File: config.mk
export PLATFORM = sky130hd
export DESIGN_NAME = instruction_fetch
export DESIGN_NICKNAME = d
export VERILOG_FILES = /design/src/rtl/instruction_fetch.sv
export SDC_FILE = /design/constraint.sdc
export NUM_CORES = 1
export LEC_CHECK = 0
export ABC_AREA = 1
export CORE_AREA = 2 2 161 163
export CTS_CLUSTER_DIAMETER = 80
export DETAILED_ROUTE_END_ITERATION = 10
export DIE_AREA = 0 0 163 165
export GPL_ROUTABILITY_DRIVEN = 0
export PLACE_DENSITY_LB_ADDON = 0.15
export SYNTH_ARGS = -nofsm -noshare
export SYNTH_HDL_FRONTEND = slang
export SYNTH_SLANG_ARGS = --single-unit
File: constraint.sdc
create_clock -name clock -period 2 [get_ports clock]
set_input_delay 0.4 -clock clock [delete_from_list [all_inputs] [get_ports clock]]
set_output_delay 0.4 -clock clock [all_outputs]
set_load 0.1 [all_outputs]
File: src/rtl/instruction_fetch.sv
// -----------------------------------------------------------------------------
// instruction_fetch
//
// Instruction-fetch stage. Computes the next PC (`address`) that the program
// counter register samples every clock, fetches from instruction memory with a
// req/ready handshake and holds the IF/ID instruction register. Next-PC
// selection, highest priority first: interrupt vector, exception return (epc),
// branch/jump redirect, sequential. Also owns the EPC register and the
// in-handler flag.
//
// Ports
//   clock, reset         rising-edge clock, asynchronous active-low reset
//   pc                   current program counter value
//   address              next PC (combinational)
//   imem_req/imem_addr   fetch request and address (held stable until ready)
//   imem_ready           memory accepts request, imem_rdata valid same cycle
//   imem_rdata           fetched instruction
//   stall                decode cannot consume instr this cycle
//   redirect/redirect_target   taken branch/jump and its destination
//   interrupt            level interrupt request
//   eret                 return from handler
//   instr/instr_pc/instr_valid IF/ID register
//   epc                  saved return address
//   int_ack              one-cycle pulse when an interrupt is taken
// -----------------------------------------------------------------------------
module instruction_fetch #(
    parameter int          WIDTH       = 32,
    parameter int          INSTR_WIDTH = 32,
    parameter int unsigned ADDR_STEP   = 1,
    parameter int unsigned INT_VECTOR  = 100
) (
    input  logic                   clock,
    input  logic                   reset,
    input  logic [WIDTH-1:0]       pc,
    output logic [WIDTH-1:0]       address,
    output logic                   imem_req,
    output logic [WIDTH-1:0]       imem_addr,
    input  logic                   imem_ready,
    input  logic [INSTR_WIDTH-1:0] imem_rdata,
    input  logic                   stall,
    input  logic                   redirect,
    input  logic [WIDTH-1:0]       redirect_target,
    input  logic                   interrupt,
    input  logic                   eret,
    output logic [INSTR_WIDTH-1:0] instr,
    output logic [WIDTH-1:0]       instr_pc,
    output logic                   instr_valid,
    output logic [WIDTH-1:0]       epc,
    output logic                   int_ack
);

    typedef enum logic [1:0] {IDLE, ISSUE, HOLD} state_t;

    state_t           state;
    logic             in_handler;
    logic             int_pending;
    // A redirect or eret seen while a request is outstanding is parked here
    // until the handshake completes; an outstanding fetch is never aborted.
    logic             pend_valid;
    logic             pend_eret;
    logic [WIDTH-1:0] pend_target;

    logic             accept;
    logic             boundary;
    logic             int_req;
    logic             take;
    logic             eret_now;
    logic             redir_now;
    logic [WIDTH-1:0] redir_tgt;
    logic [WIDTH-1:0] epc_next;

    // The request is a pure decode of the state register, so it drops the
    // moment reset pulls the state back to IDLE.
    assign imem_req  = (state == ISSUE);
    assign imem_addr = imem_req ? pc : '0;

    always_comb begin
        accept    = (state == ISSUE) && imem_ready;
        // Control flow may only change where no request is in flight.
        boundary  = (state != ISSUE) || imem_ready;
        int_req   = int_pending || (interrupt && !in_handler);
        take      = boundary && int_req;
        eret_now  = boundary && !take && (eret || (pend_valid && pend_eret));
        redir_now = boundary && !take && !eret_now &&
                    (redirect || (pend_valid && !pend_eret));
        // A live redirect is newer than a parked one.
        redir_tgt = redirect ? redirect_target : pend_target;

        // Return point for the handler: a pending control transfer wins, then
        // an instruction still parked in IF/ID, otherwise refetch pc.
        if (redirect || pend_valid)
            epc_next = redir_tgt;
        else if (instr_valid && stall)
            epc_next = instr_pc;
        else
            epc_next = pc;

        if (!reset)
            address = pc;
        else if (take)
            address = WIDTH'(INT_VECTOR);
        else if (eret_now)
            address = epc;
        else if (redir_now)
            address = redir_tgt;
        else if (accept)
            address = pc + WIDTH'(ADDR_STEP);
        else
            address = pc;
    end

    always_ff @(posedge clock or negedge reset) begin
        if (!reset) begin
            state       <= IDLE;
            instr       <= '0;
            instr_pc    <= '0;
            instr_valid <= 1'b0;
            epc         <= '0;
            int_ack     <= 1'b0;
            in_handler  <= 1'b0;
            int_pending <= 1'b0;
            pend_valid  <= 1'b0;
            pend_eret   <= 1'b0;
            pend_target <= '0;
        end else begin
            int_ack <= 1'b0;
            if (interrupt && !in_handler)
                int_pending <= 1'b1;

            if (take) begin
                int_ack     <= 1'b1;
                in_handler  <= 1'b1;
                int_pending <= 1'b0;
                instr_valid <= 1'b0;
                epc         <= epc_next;
                pend_valid  <= 1'b0;
                pend_eret   <= 1'b0;
                state       <= ISSUE;
            end else if (eret_now) begin
                in_handler  <= 1'b0;
                instr_valid <= 1'b0;
                pend_valid  <= 1'b0;
                pend_eret   <= 1'b0;
                state       <= ISSUE;
            end else if (redir_now) begin
                // Any data arriving with this handshake is dropped.
                instr_valid <= 1'b0;
                pend_valid  <= 1'b0;
                pend_eret   <= 1'b0;
                state       <= ISSUE;
            end else if (!boundary) begin
                // Request outstanding: park control transfers. A parked eret
                // is not displaced by a later redirect.
                if (eret) begin
                    pend_valid  <= 1'b1;
                    pend_eret   <= 1'b1;
                    pend_target <= epc;
                end else if (redirect && !pend_eret) begin
                    pend_valid  <= 1'b1;
                    pend_eret   <= 1'b0;
                    pend_target <= redirect_target;
                end
            end else begin
                case (state)
                    IDLE: state <= ISSUE;
                    ISSUE: begin
                        instr       <= imem_rdata;
                        instr_pc    <= pc;
                        instr_valid <= 1'b1;
                        // Decode is blocked: stop requesting and park in HOLD.
                        state       <= stall ? HOLD : ISSUE;
                    end
                    HOLD:    state <= stall ? HOLD : ISSUE;
                    default: state <= IDLE;
                endcase
            end
        end
    end

endmodule

[After elaboration in Yosys (flattened, before gate mapping)]
Cells that the tools add are included.
Operators by class
  add/sub/neg operators: 1
  $mul: 0
  div/mod/pow operators: 0
  $lt $le $gt $ge: 0
  equality and inequality tests: 4
  shifts and indexed selects: 0
  muxes and demuxes: 39
  bitwise gates (word level): 4
  reduce and logical (&&, ||, !) cells: 32
Operators by type and width (count)
  $mux W32: 11
  $add A32 B1 Y32 const B: 1
  $mux W1: 22
  $logic_and A1 B1 Y1: 11
  $mux W2: 5
  $reduce_and A5 Y1: 2
  $reduce_bool A4 Y1: 2
  $reduce_bool A2 Y1: 3
  $logic_or A1 B1 Y1: 5
  $reduce_bool A5 Y1: 1
  $logic_not A1 Y1: 4
  $ne A4 B1 Y1 const B: 1
  $not A1 Y1: 4
  $pmux W2 S2: 1
  $reduce_and A2 Y1: 2
  $eq A2 B1 Y1 const B: 1
  $eq A2 B2 Y1 const B: 1
  $logic_not A2 Y1: 1
  $ne A2 B1 Y1 const B: 1
  $reduce_or A2 Y1: 1
Word-level totals
  flip-flop bits (word level): 136
  latch bits: 0
  memory bits (writable): 0
  ROM bits: 0
  bits of input ports: 103
  output and inout bits: 163
  logic and storage cells: 91
  memories kept: 0

[Logic depth before layout (Yosys ltp)]
Gate-level depths: netlist of run 1.
  depth in word-level cells: 14
  depth in mapped cells: 16
  depth with buffers taken out: 13

[Least setup slack after synthesis of run 1]
OpenSTA, ideal clock, no wires.
  path kind: register to output
  start point: register state[1]
  end point: output address[8]
  data arrival time: 4.486 ns
  required time: 1.600 ns
  setup slack: -2.886 ns
  stages on the path, launching flop included: 14
  path buffers: 2
  cell sequence: dfrtp_1 -> inv_1 -> ha_1 -> buf_4 -> inv_2 -> nor2_8 -> inv_4 -> nand2_4 -> nor2_4 -> nand2_1 -> buf_2 -> o21ai_0 -> o21a_1 -> o21ai_0
Between the ends
  elaborated cells on any way between the ends: 16
  classes of those cells: 2 x eq/ne; 5 x mux; 9 x reduce/logical
RTL lines
  from (decl): RTL line 54  | state_t state;
  from (signal assigned): RTL line 171  | state <= stall ? HOLD : ISSUE;
  from (signal assigned): RTL line 173  | HOLD: state <= stall ? HOLD : ISSUE;
  $eq A2 B1 Y1
  net imem_req: RTL line 36  | output logic imem_req,
  $logic_and A1 B1 Y1: RTL line 78  | accept = (state == ISSUE) && imem_ready;
  $mux W32: RTL line 106  | else if (accept)
  $mux W32: RTL line 104  | else if (redir_now)
  $mux W32: RTL line 102  | else if (eret_now)
  $mux W32: RTL line 100  | else if (take)
  $mux W32: RTL line 98  | if (!reset)
  to (decl): RTL line 35  | output logic [WIDTH-1:0] address,
The timed path passes the listed nets, and every way through them passes these cells.

[Final worst setup path of run 1]
  start point: register state[1]
  end point: output address[16]
Between the ends
  cells in the longest elaborated chain, start to end: 13
  elaborated cells on any way between the ends: 16
  classes of those cells: 2 x eq/ne; 5 x mux; 9 x reduce/logical
RTL lines
  $ne A2 B1 Y1: RTL line 80  | boundary = (state != ISSUE) || imem_ready;
  $logic_or A1 B1 Y1: RTL line 80
  $logic_and A1 B1 Y1: RTL line 82  | take = boundary && int_req;
  $logic_not A1 Y1: RTL line 83, 84
  $logic_and A1 B1 Y1: RTL line 83, 84
  $logic_and A1 B1 Y1: RTL line 83  | eret_now = boundary && !take && (eret || (pend_valid && pend_eret));
  $logic_not A1 Y1: RTL line 84  | redir_now = boundary && !take && !eret_now &&
  $logic_and A1 B1 Y1 (2 in series): RTL line 84
  $mux W32: RTL line 104
  $mux W32: RTL line 102
  $mux W32 *: RTL line 100
  $mux W32 *: RTL line 98
Every way passes the cells marked *; elsewhere a longest branch is shown, timed or not.

==> results of run 1 <==
==> sequential cells by signal (all words and copies together) (netlist names) <==
signal / count
pend_eret: 1
pend_valid: 1
epc: 32
int_pending: 1
pend_target: 32
state: 2
instr: 32
instr_pc: 32
int_ack: 1
in_handler: 1
instr_valid: 1
==> kinds of logic after synthesis <==
logic type	count (synthesis)	share of synthesized area
flops	136	0.394
buf+inv	230	0.107
compound gates	289	0.186
simple gates	626	0.297
xor+xnor	10	0.0101
fa+ha+maj	4	0.00580
==> metal layers <==
| metal | up-vias | GRT usage | share of wire | wire, µm |
|---|---|---|---|---|
| li1 | 5029 | - | - | - |
| met1 | 4973 | 0.404 | 0.43 | 16800 |
| met2 | 509 | 0.431 | 0.46 | 17800 |
| met3 | 52 | 0.0630 | 0.093 | 3630 |
| met4 | 0 | 0.0800 | 0.021 | 830 |
| met5 | - | 0 | 0 | 0 |
==> cell usage after synthesis, types with 8 or more instances <==
cell type,instances,share of area
sky130_fd_sc_hd__nor2_1,101,0.044
sky130_fd_sc_hd__o21ai_0,94,0.054
sky130_fd_sc_hd__a21oi_1,88,0.051
sky130_fd_sc_hd__dfrtp_1,136,0.39
sky130_fd_sc_hd__nand4_1,8,0.0058
sky130_fd_sc_hd__clkbuf_1,49,0.021
sky130_fd_sc_hd__inv_1,145,0.063
sky130_fd_sc_hd__o21ai_1,26,0.015
sky130_fd_sc_hd__buf_2,22,0.013
sky130_fd_sc_hd__nand2_1,415,0.18
sky130_fd_sc_hd__o211ai_1,35,0.030
sky130_fd_sc_hd__a31oi_1,36,0.026
sky130_fd_sc_hd__nand3_1,77,0.045
sky130_fd_sc_hd__xor2_1,10,0.010
==> critical path, cell delays in order, from the launching register on <==
cell	delay, ns
sky130_fd_sc_hd__dfrtp_1	0.40
sky130_fd_sc_hd__inv_2	0.08
sky130_fd_sc_hd__ha_4	0.17
sky130_fd_sc_hd__inv_4	0.05
sky130_fd_sc_hd__nor2_8	0.14
sky130_fd_sc_hd__nor2_2	0.07
sky130_fd_sc_hd__nand2_2	0.09
sky130_fd_sc_hd__nor2_4	0.07
sky130_fd_sc_hd__buf_12	0.13
sky130_fd_sc_hd__clkbuf_16	0.16
sky130_fd_sc_hd__a21oi_1	0.16
sky130_fd_sc_hd__nand2_1	0.10
sky130_fd_sc_hd__nand2_1	0.09
sky130_fd_sc_hd__nand2_2	0.08
sky130_fd_sc_hd__nand2_8	0.08
sky130_fd_sc_hd__buf_12	0.17
==> layout make-up <==
| type | instances | area (µm²) | share of cell area |
|---|---|---|---|
| well taps | 330 | 413 | 0.0257 |
| inverters | 151 | 699 | 0.0435 |
| clock buffers | 17 | 425 | 0.0265 |
| flip-flops and latches | 136 | 3400 | 0.212 |
| repair buffers | 485 | 5610 | 0.349 |
| multi-input cells | 929 | 5380 | 0.335 |
| diodes | 1 | 2.50 | 0.000156 |
| clock inverters | 15 | 133 | 0.00826 |
==> final timing paths <==
| kind | start | endpoint | slack [ns] |
|---|---|---|---|
| max | state[1] | address[16] | -0.89 |
| min | reset | instr[18] | 0.14 |
| max reg2reg | state[1] | instr_pc[6] | -0.09 |
| min reg2reg | instr[22] | instr[22] | 0.47 |
| max in group asynchronous | reset | instr_pc[24] | 1.27 |
| min in group clock | instr[22] | instr[22] | 0.47 |
==> per-stage QoR <==
stage                     setup TNS [ns]  instance area, µm²  setup slack, ns  utilization  std cells
after global routing              -41.68               16100           -0.992        0.642       2064
after global placement            -54.44               14300           -0.920        0.571       1996
after CTS                         -32.29               15400           -0.778        0.616       2050
final                             -32.33               16100           -0.890        0.642       2064
after detailed placement          -57.79               14300           -0.948        0.571       1996
after floorplan                   -28.70                9330            -1.02            -       1295
==> what timing repair did <==
| action | in CTS | in global routing |
|---|---|---|
| resized for setup | 97 | 134 |
| endpoints found under the hold margin | 33 | 0 |
| endpoints found under the setup margin | 129 | 130 |
| buffers inserted | 14 | 8 |
| cloned | 8 | 6 |
| hold buffers | 1 | 0 |
| pin swaps | 31 | 25 |
==> metrics list, run 1 <==
* Result of the run: complete, but fails checks
* Failing checks: setup timing
* Final routed DRC violation total: 0
- Depth of the worst register-to-register path: 15
* Core area: between 20000 and 30000 µm²
* Clock-pin slew on the worst setup and hold paths: 0.07 ns
* Clock tree root driver cell: sky130_fd_sc_hd__clkbuf_16
* Number of fill cells in the layout: around 2100
* Least setup slack across all paths after layout: -0.890 ns
- Number of CTS-inserted buffers: 17
- Dividing the detail-routed via count by the number of cells gives ~5.1.
- CTS tree: built
- Die span in x: around 160 µm
- The clock drives 136 sinks.
- Dividing the synthesized area by the synthesized cell count gives between 6 and 7 µm².
* Final-report max-slew violation count: 0
- Compared with the post-synthesis result, the final layout area differs by 86.0%.
- Worst Tran Pin Value: roughly 0.59 ns
- The floorplan has 58 rows.
- The pre-antenna-repair detailed-routing pass consisted of 5 iterations.
* Top-level I/O count: 266
- Across the routed clock network, the largest skew measured is between 0.009 and 0.01 ns.
- Count of input and output buffers: 265
* Critical Path RT: 1.60 ns
* Headroom to the max-slew limit: 0.603
- The setup path with the least slack is of type flop to primary output.
- For this run, the top clock speed supported by timing is between 300 and 400 MHz.
* Post-Synthesis Net Count: about 1400
- Across all layers, the routed design uses approximately 11000 vias.
- Kind of start point of the critical path: flop
- Routed Antenna Nets: 0
- EDFF count, synth: 0
- Crit Path Max Fanout: 11
- Max-cap violations in this run came to 0.
- CTS built an H-tree with a depth of 4.
- In the final routed layout, each cell accounts on average for between 15 and 20 µm.
- For this run the aggregate overflow at the end of global routing stands at 0.
- Synthesis handed over a netlist of 1295 instances.
- Highest-count cells in the layout ignoring fill and taps: sky130_fd_sc_hd__nand2_1 (320), sky130_fd_sc_hd__buf_4 (241), sky130_fd_sc_hd__dfrtp_1 (136), sky130_fd_sc_hd__buf_12 (114), sky130_fd_sc_hd__inv_1 (109)
- GR Util All Layers: 0.283
* Hold slack final: ~0.14 ns
* Number of antenna violations at the first check in global routing: 1
* Capturing element type of the critical path: primary output
* Unique cell type count in the Yosys netlist: 34
* Count of synthesis-stage warnings from yosys: 0
- The first routing iteration left 853 violations.
* Mapped cell area: roughly 8600 µm²
* Clock period minus worst slack: about 2.9 ns
- Setup violations remaining at the end of the flow were counted as between 100 and 150.
* Via count of the first global-routing pass: 10025
- In this run, synthesis produced a sequential element count of 136.
* Fraction of synthesis flops using an asynchronous set or reset pin: 1.00
- Number of nets at the end of the flow: about 1800
* Share of the clock period used by the worst path: 1.45
- Hold Vio Cnt, Final: 0
- DP Wirelength: roughly 28 mm
- Data arrives at the worst endpoint at roughly 2.5 ns.
* Layout cell share with drive strength beyond 1: 0.380
- For this configuration, the core starts out at a cell density of 0.345.
- Setup repair after global routing could not meet its margin everywhere.
- Most frequent standard cell in the layout excluding fill and tap cells: sky130_fd_sc_hd__nand2_1
* Seq/Total Area, Yosys: 0.394
- Clock latency on the worst-skew pair: 0.43 ns
* Global-route wire length before repair: slightly below 60 mm
- In this run the deepest clock path goes through 2 buffers.
* Worst min-delay path class: input port to asynchronous set/reset pin
- Largest net degree at the start of global routing: 45
- WL final: 39.0 mm
* Chip height: ~170 µm
* Area enclosed by the die boundary: between 20000 and 30000 µm²
* Commonest register cell after synthesis: sky130_fd_sc_hd__dfrtp_1
Power of run 1 is not shown: default switching activity piles up to over one toggle a cycle in this logic, so the estimate is an artifact.
==> run 2, diff against run 1 <==
Clock period 2 ns to 3.7 ns, I/O delays scaled along.
==> metrics list, run 2 (synthesized netlist as in run 1, its figures left out) <==
* Result of the run: finished clean
* Final setup vio count: 0
- Clock-pin slew on the worst setup and hold paths: ~0.07 ns
- Setup repair after global routing could not meet its margin everywhere.
- The critical path is of the input port to primary output type.
- After the last flow step, the layout net total stands at 1669.
- Chip height: about 170 µm
* Number of CTS-inserted buffers: 17
- Headroom to the max-slew limit came out at 0.258.
* Max frequency: between 200 and 300 MHz
- Final routed DRC violation total: 0
- Kind of start point of the critical path: input port
* Capturing element type of the critical path: primary output
- Instance area after placement: around 12000 µm²
* Critical Path RT: 2.96 ns
* Number of antenna violations at the first check in global routing: 0
- Area grow syn2layout: 49.7%
- The tool flagged a number of max-cap violations equal to 0.
- At the worst endpoint, the arrival time is around 2.9 ns.
* DRC marker count from the first detailed-route iteration: about 800
- Clock latency on the worst-skew pair: about 0.43 ns
* Effective utilization at floorplan: 0.345
- The H-tree generated during clock tree synthesis spans 4 levels.
- For this design, the CTS-stage hold fixing added 0 buffers.
* Routed Antenna Nets: 0
- The initialized floorplan defines 58 standard-cell rows.
- Clock tree skew after final layout: between 0.009 and 0.01 ns
* Depth of the worst register-to-register path: 12
* Remaining Overflow, GRT: 0
- CTS placed an instance of sky130_fd_sc_hd__clkbuf_16 at the clock tree root.
* Count of input and output buffers: 265
* Most frequent standard cell in the layout excluding fill and tap cells: sky130_fd_sc_hd__nand2_1
- Crit path max-delay cell type: sky130_fd_sc_hd__clkdlybuf4s50_1
- Wires add up to 34.9 mm.
- The repair_antennas step left the layout with diodes totalling 0.
* Number of fill cells in the layout: around 2500
- First-pass detailed-route iteration total: 5
* Clock period minus worst slack: between 3 and 4 ns
- The number of global-route vias before repair was 9027.
- The die covers 26900 µm².
- Top-level I/O count: around 270
- The count of pins over their slew limit was 0.
- Entering global routing, the biggest net connects 66 pins.
* Post-route cell area: ~13000 µm²
- In the layout the commonest cells are sky130_fd_sc_hd__nand2_1 (414), sky130_fd_sc_hd__clkdlybuf4s50_1 (192), sky130_fd_sc_hd__inv_1 (145), sky130_fd_sc_hd__dfrtp_1 (136), sky130_fd_sc_hd__nor2_1 (97).
* Worst min-delay path class: input port to asynchronous set/reset pin
- Of the available clock period, the critical path in the final layout requires 0.976.
- In this run the worst path has a maximum fanout of 4.
- Global-route wire length before repair: 53.0 mm
- Slowest stage delay, CP: between 0.5 and 0.6 ns
* Die span in x: approximately 160 µm
- Hold Vio Cnt, Final: 0
* Library cell appearing most often on the critical path: sky130_fd_sc_hd__nand2_1
* Worst-case clock buffer depth: 2
- The core region is about 25000 µm².
- TritonCTS built the clock tree.
- The signal on the critical path passes through clkdlybuf4s50_1, ha_2, nand3_1, nor2_4, nand2_1, nor2_4, nand2_1, nor2_1, nand2_1, nand2_1, nand2_1, nand2_1, nand2_1, buf_12.
- Detail-routed net length per standard cell: ~18 µm
* Layout cell share with drive strength beyond 1: 0.131
- DP Wirelength: roughly 27 mm
* Via count: ~9700
* DR vias/cell: between 5 and 6
- GR Util All Layers: 0.258
- Clock tree synthesis found a total of roughly 140 sinks.
* Worst Tran Pin Value: about 1.1 ns
run 2: metrics by stage:
step	instances	setup WS, ns	hold WS [ns]	TNS, ns	utilization
after floorplan	1295	0.128	0.444	0	-
after global routing	1905	-0.0551	0.114	-0.200	0.516
final	1905	0.0874	0.125	0	0.516
after global placement	1871	0.0648	0.453	0	0.486
after detailed placement	1871	0.0710	0.458	0	0.486
after CTS	1903	0.0674	0.113	0	0.514
run 2: cell type report:
cell class | count | area (µm²) | share of cell area
Tap cell | 330 | 413 | 0.0319
Timing Repair Buffer | 327 | 3420 | 0.265
Multi-Input combinational cell | 929 | 4400 | 0.340
Clock buffer | 17 | 425 | 0.0329
Sequential cell | 136 | 3400 | 0.263
Clock inverter | 15 | 288 | 0.0223
Inverter | 151 | 572 | 0.0442
run 2: worst paths after layout:
kind                            from          end  slack, ns
max reg2reg                 state[0]  instr_pc[9]       1.11
max in group asynchronous      reset     state[1]       2.26
min in group clock         instr[19]    instr[19]       0.47
max                            pc[0]  address[16]       0.09
min reg2reg                instr[19]    instr[19]       0.47
min                            reset     instr[1]       0.12
run 2: repair_timing:
item,CTS,global route
endpoints found under the setup margin,0,14
resized for setup,0,11
setup buffers,0,2
run 2: routing by layer:
layer  wire [µm]  vias up  GRT usage  share of wire
met5           0        -          0              0
met4         598        0     0.0708          0.017
met3        2980       38     0.0633          0.085
met2       15100      443      0.379           0.43
met1       16200     4494      0.376           0.46
li1            -     4713          -              -
run 2: critical path, delay by kind of cell:
kind | cells | cell delay (ns)
fa+ha+maj | 1 | 0.21
buf+inv | 2 | 0.73
simple gates | 11 | 1.19
Power of run 2 is left out for the same reason.
==> run 3, diff against run 2 <==
Settings changed: CORE_AREA 2 2 161 163 to 2 2 158 113, DIE_AREA 0 0 163 165 to 0 0 160 115.
==> metrics list, run 3 (synthesized netlist as in run 1, its figures left out) <==
- Capturing element type of the critical path: primary output
- The die is approximately 160 µm wide.
- The detailed router placed 10120 vias in this run.
- After detailed routing, the average wire length per cell comes to approximately 19 µm.
* Chip height: approximately 120 µm
* Clock tree skew after final layout: 0.00907 ns
* DP Wirelength: roughly 25 mm
- Final routed DRC violation total: 0
* Post-CTS setup buffers: 0
- At the pin with the least slew margin, the transition time is roughly 1.1 ns.
* WL final: roughly 34 mm
* Area enclosed by the die boundary: 18400 µm²
* Clock latency on the worst-skew pair: 0.43 ns
- In this run the remaining antenna-violating nets after routing total 0.
* Metal-1 WL: 14.3 mm
* Remaining Overflow, GRT: 0
* Met3 routed WL: around 5.6 mm
- Instance area after placement: between 10000 and 15000 µm²
- Setup violations remaining at the end of the flow were counted as 0.
- Clock tree root driver cell: sky130_fd_sc_hd__clkbuf_16
- Antenna cell count: 0
- Row count: 40
- Of the available clock period, the critical path in the final layout requires 0.973.
* Post-CTS resize count: 0
* DR vias/cell: between 5 and 6
- Kind of start point of the critical path: input port
- Buffers inserted to repair hold after CTS numbered 0.
- Number of antenna violations at the first check in global routing: 0
- Result of the run: finished clean
* First-pass detailed-route iteration total: 6
* Core area: ~17000 µm²
* Max frequency: approximately 280 MHz
* Number of maximum-capacitance constraint violations: 0
- For the worst setup path, the data arrival time is around 2.9 ns.
- DRC marker count from the first detailed-route iteration: approximately 1600
- Entering global routing, the biggest net connects slightly above 50 pins.
- At the worst endpoint, the required time is between 2 and 3 ns.
- RSZ-0062 raised after global routing: true
- Effective utilization at floorplan: 0.510
* Finished Core Util: 0.745
* Highest-count cells in the layout ignoring fill and taps: sky130_fd_sc_hd__nand2_1 (413), sky130_fd_sc_hd__clkdlybuf4s50_1 (195), sky130_fd_sc_hd__inv_1 (145), sky130_fd_sc_hd__dfrtp_1 (136), sky130_fd_sc_hd__nor2_1 (96)
- Crit Path Max Fanout: 5
* Critical path class: input port to primary output
* GR Util All Layers: 0.366
- Area grow syn2layout: 46.0%
- The clock net in this run drives a total of between 100 and 150 sinks.
- Total met2 wirelength after detailed routing: roughly 13 mm
* Global-route wire length before repair: just over 50 mm
- Final-report max-slew violation count: 0
* Top-level I/O count: 266
* Hold Vio Cnt, Final: 0
- Layout cell share with drive strength beyond 1: 0.122
* Worst-case clock buffer depth: 2
- Number of nets at the end of the flow: about 1700
* Post-route cell area: 12600 µm²
* Number of levels in the clock H-tree: 4
- Buffers placed on the I/O ports in this run total between 200 and 300.
* Headroom to the max-slew limit: 0.296
- Clock-pin slew on the worst setup and hold paths: 0.06 ns
- The worst path needs 3.60 ns of the cycle, external delays included.
* CTS tree: built
* Highest metal layer with signal wires: met4
- The tightest min-delay check is of the input port to asynchronous set/reset pin type.
* Via count of the first global-routing pass: slightly above 9000
- Number of CTS-inserted buffers: 17
- Most frequent standard cell in the layout excluding fill and tap cells: sky130_fd_sc_hd__nand2_1
-- run 3: cell types whose count changed in the layout (fill, tap and decap cells not counted), moves of 2 or more --
cell	previous run	this run
sky130_fd_sc_hd__clkinvlp_4	0	4
sky130_fd_sc_hd__bufinv_16	7	3
sky130_fd_sc_hd__buf_4	93	79
sky130_fd_sc_hd__nor2_2	8	10
sky130_fd_sc_hd__clkbuf_8	0	2
sky130_fd_sc_hd__clkdlybuf4s50_1	192	195
sky130_fd_sc_hd__inv_8	3	0
-- run 3: final timing paths --
path / depth (start not counted) / to / startpoint / slack, ns
hold / removal: 1 / instr_pc[9] / reset / 0.16
setup reg to reg: 11 / instr_pc[9] / state[0] / 1.21
min in group clock: 2 / instr[12] / instr[12] / 0.47
hold reg to reg: 2 / instr[12] / instr[12] / 0.47
max in group asynchronous: 2 / pend_target[0] / reset / 2.64
setup / recovery: 13 / address[24] / pc[0] / 0.1
-- run 3: worst max-delay path, stage by stage --
cell and delay (ns):
sky130_fd_sc_hd__clkdlybuf4s50_1 0.55, sky130_fd_sc_hd__ha_1 0.20, sky130_fd_sc_hd__nand3_1 0.14, sky130_fd_sc_hd__nor2_4 0.14
sky130_fd_sc_hd__nand2_1 0.13, sky130_fd_sc_hd__nor2_4 0.16, sky130_fd_sc_hd__nand2_1 0.11, sky130_fd_sc_hd__o21ai_1 0.15
sky130_fd_sc_hd__nand3_1 0.12, sky130_fd_sc_hd__nand2_1 0.08, sky130_fd_sc_hd__nand2_1 0.05, sky130_fd_sc_hd__nand2_1 0.10
sky130_fd_sc_hd__buf_12 0.18
-- run 3: routing by layer --
metal  vias to the layer above  track usage
met5                         -            0
met4                         0       0.0799
met3                        50        0.157
met2                       726        0.497
met1                      4657        0.538
li1                       4687            -
-- run 3: cell type report --
type | instances | area (µm²)
multi-input cells | 929 | 4400
clock inverters | 12 | 164
flip-flops and latches | 136 | 3400
well taps | 231 | 289
clock buffers | 20 | 457
inverters | 151 | 572
fillers | 1353 | 4310
repair buffers | 315 | 3330
-- run 3: metrics by stage --
step	TNS [ns]	hold WS (ns)	setup WS, ns	std cells
after floorplan	0	0.444	0.128	1295
after global placement	0	0.453	0.145	1762
after detailed placement	0	0.457	0.110	1762
after CTS	0	0.149	0.103	1794
after global routing	-0.0427	0.152	-0.0221	1794
final	0	0.155	0.0997	1794
Power of run 3 is left out for the same reason.
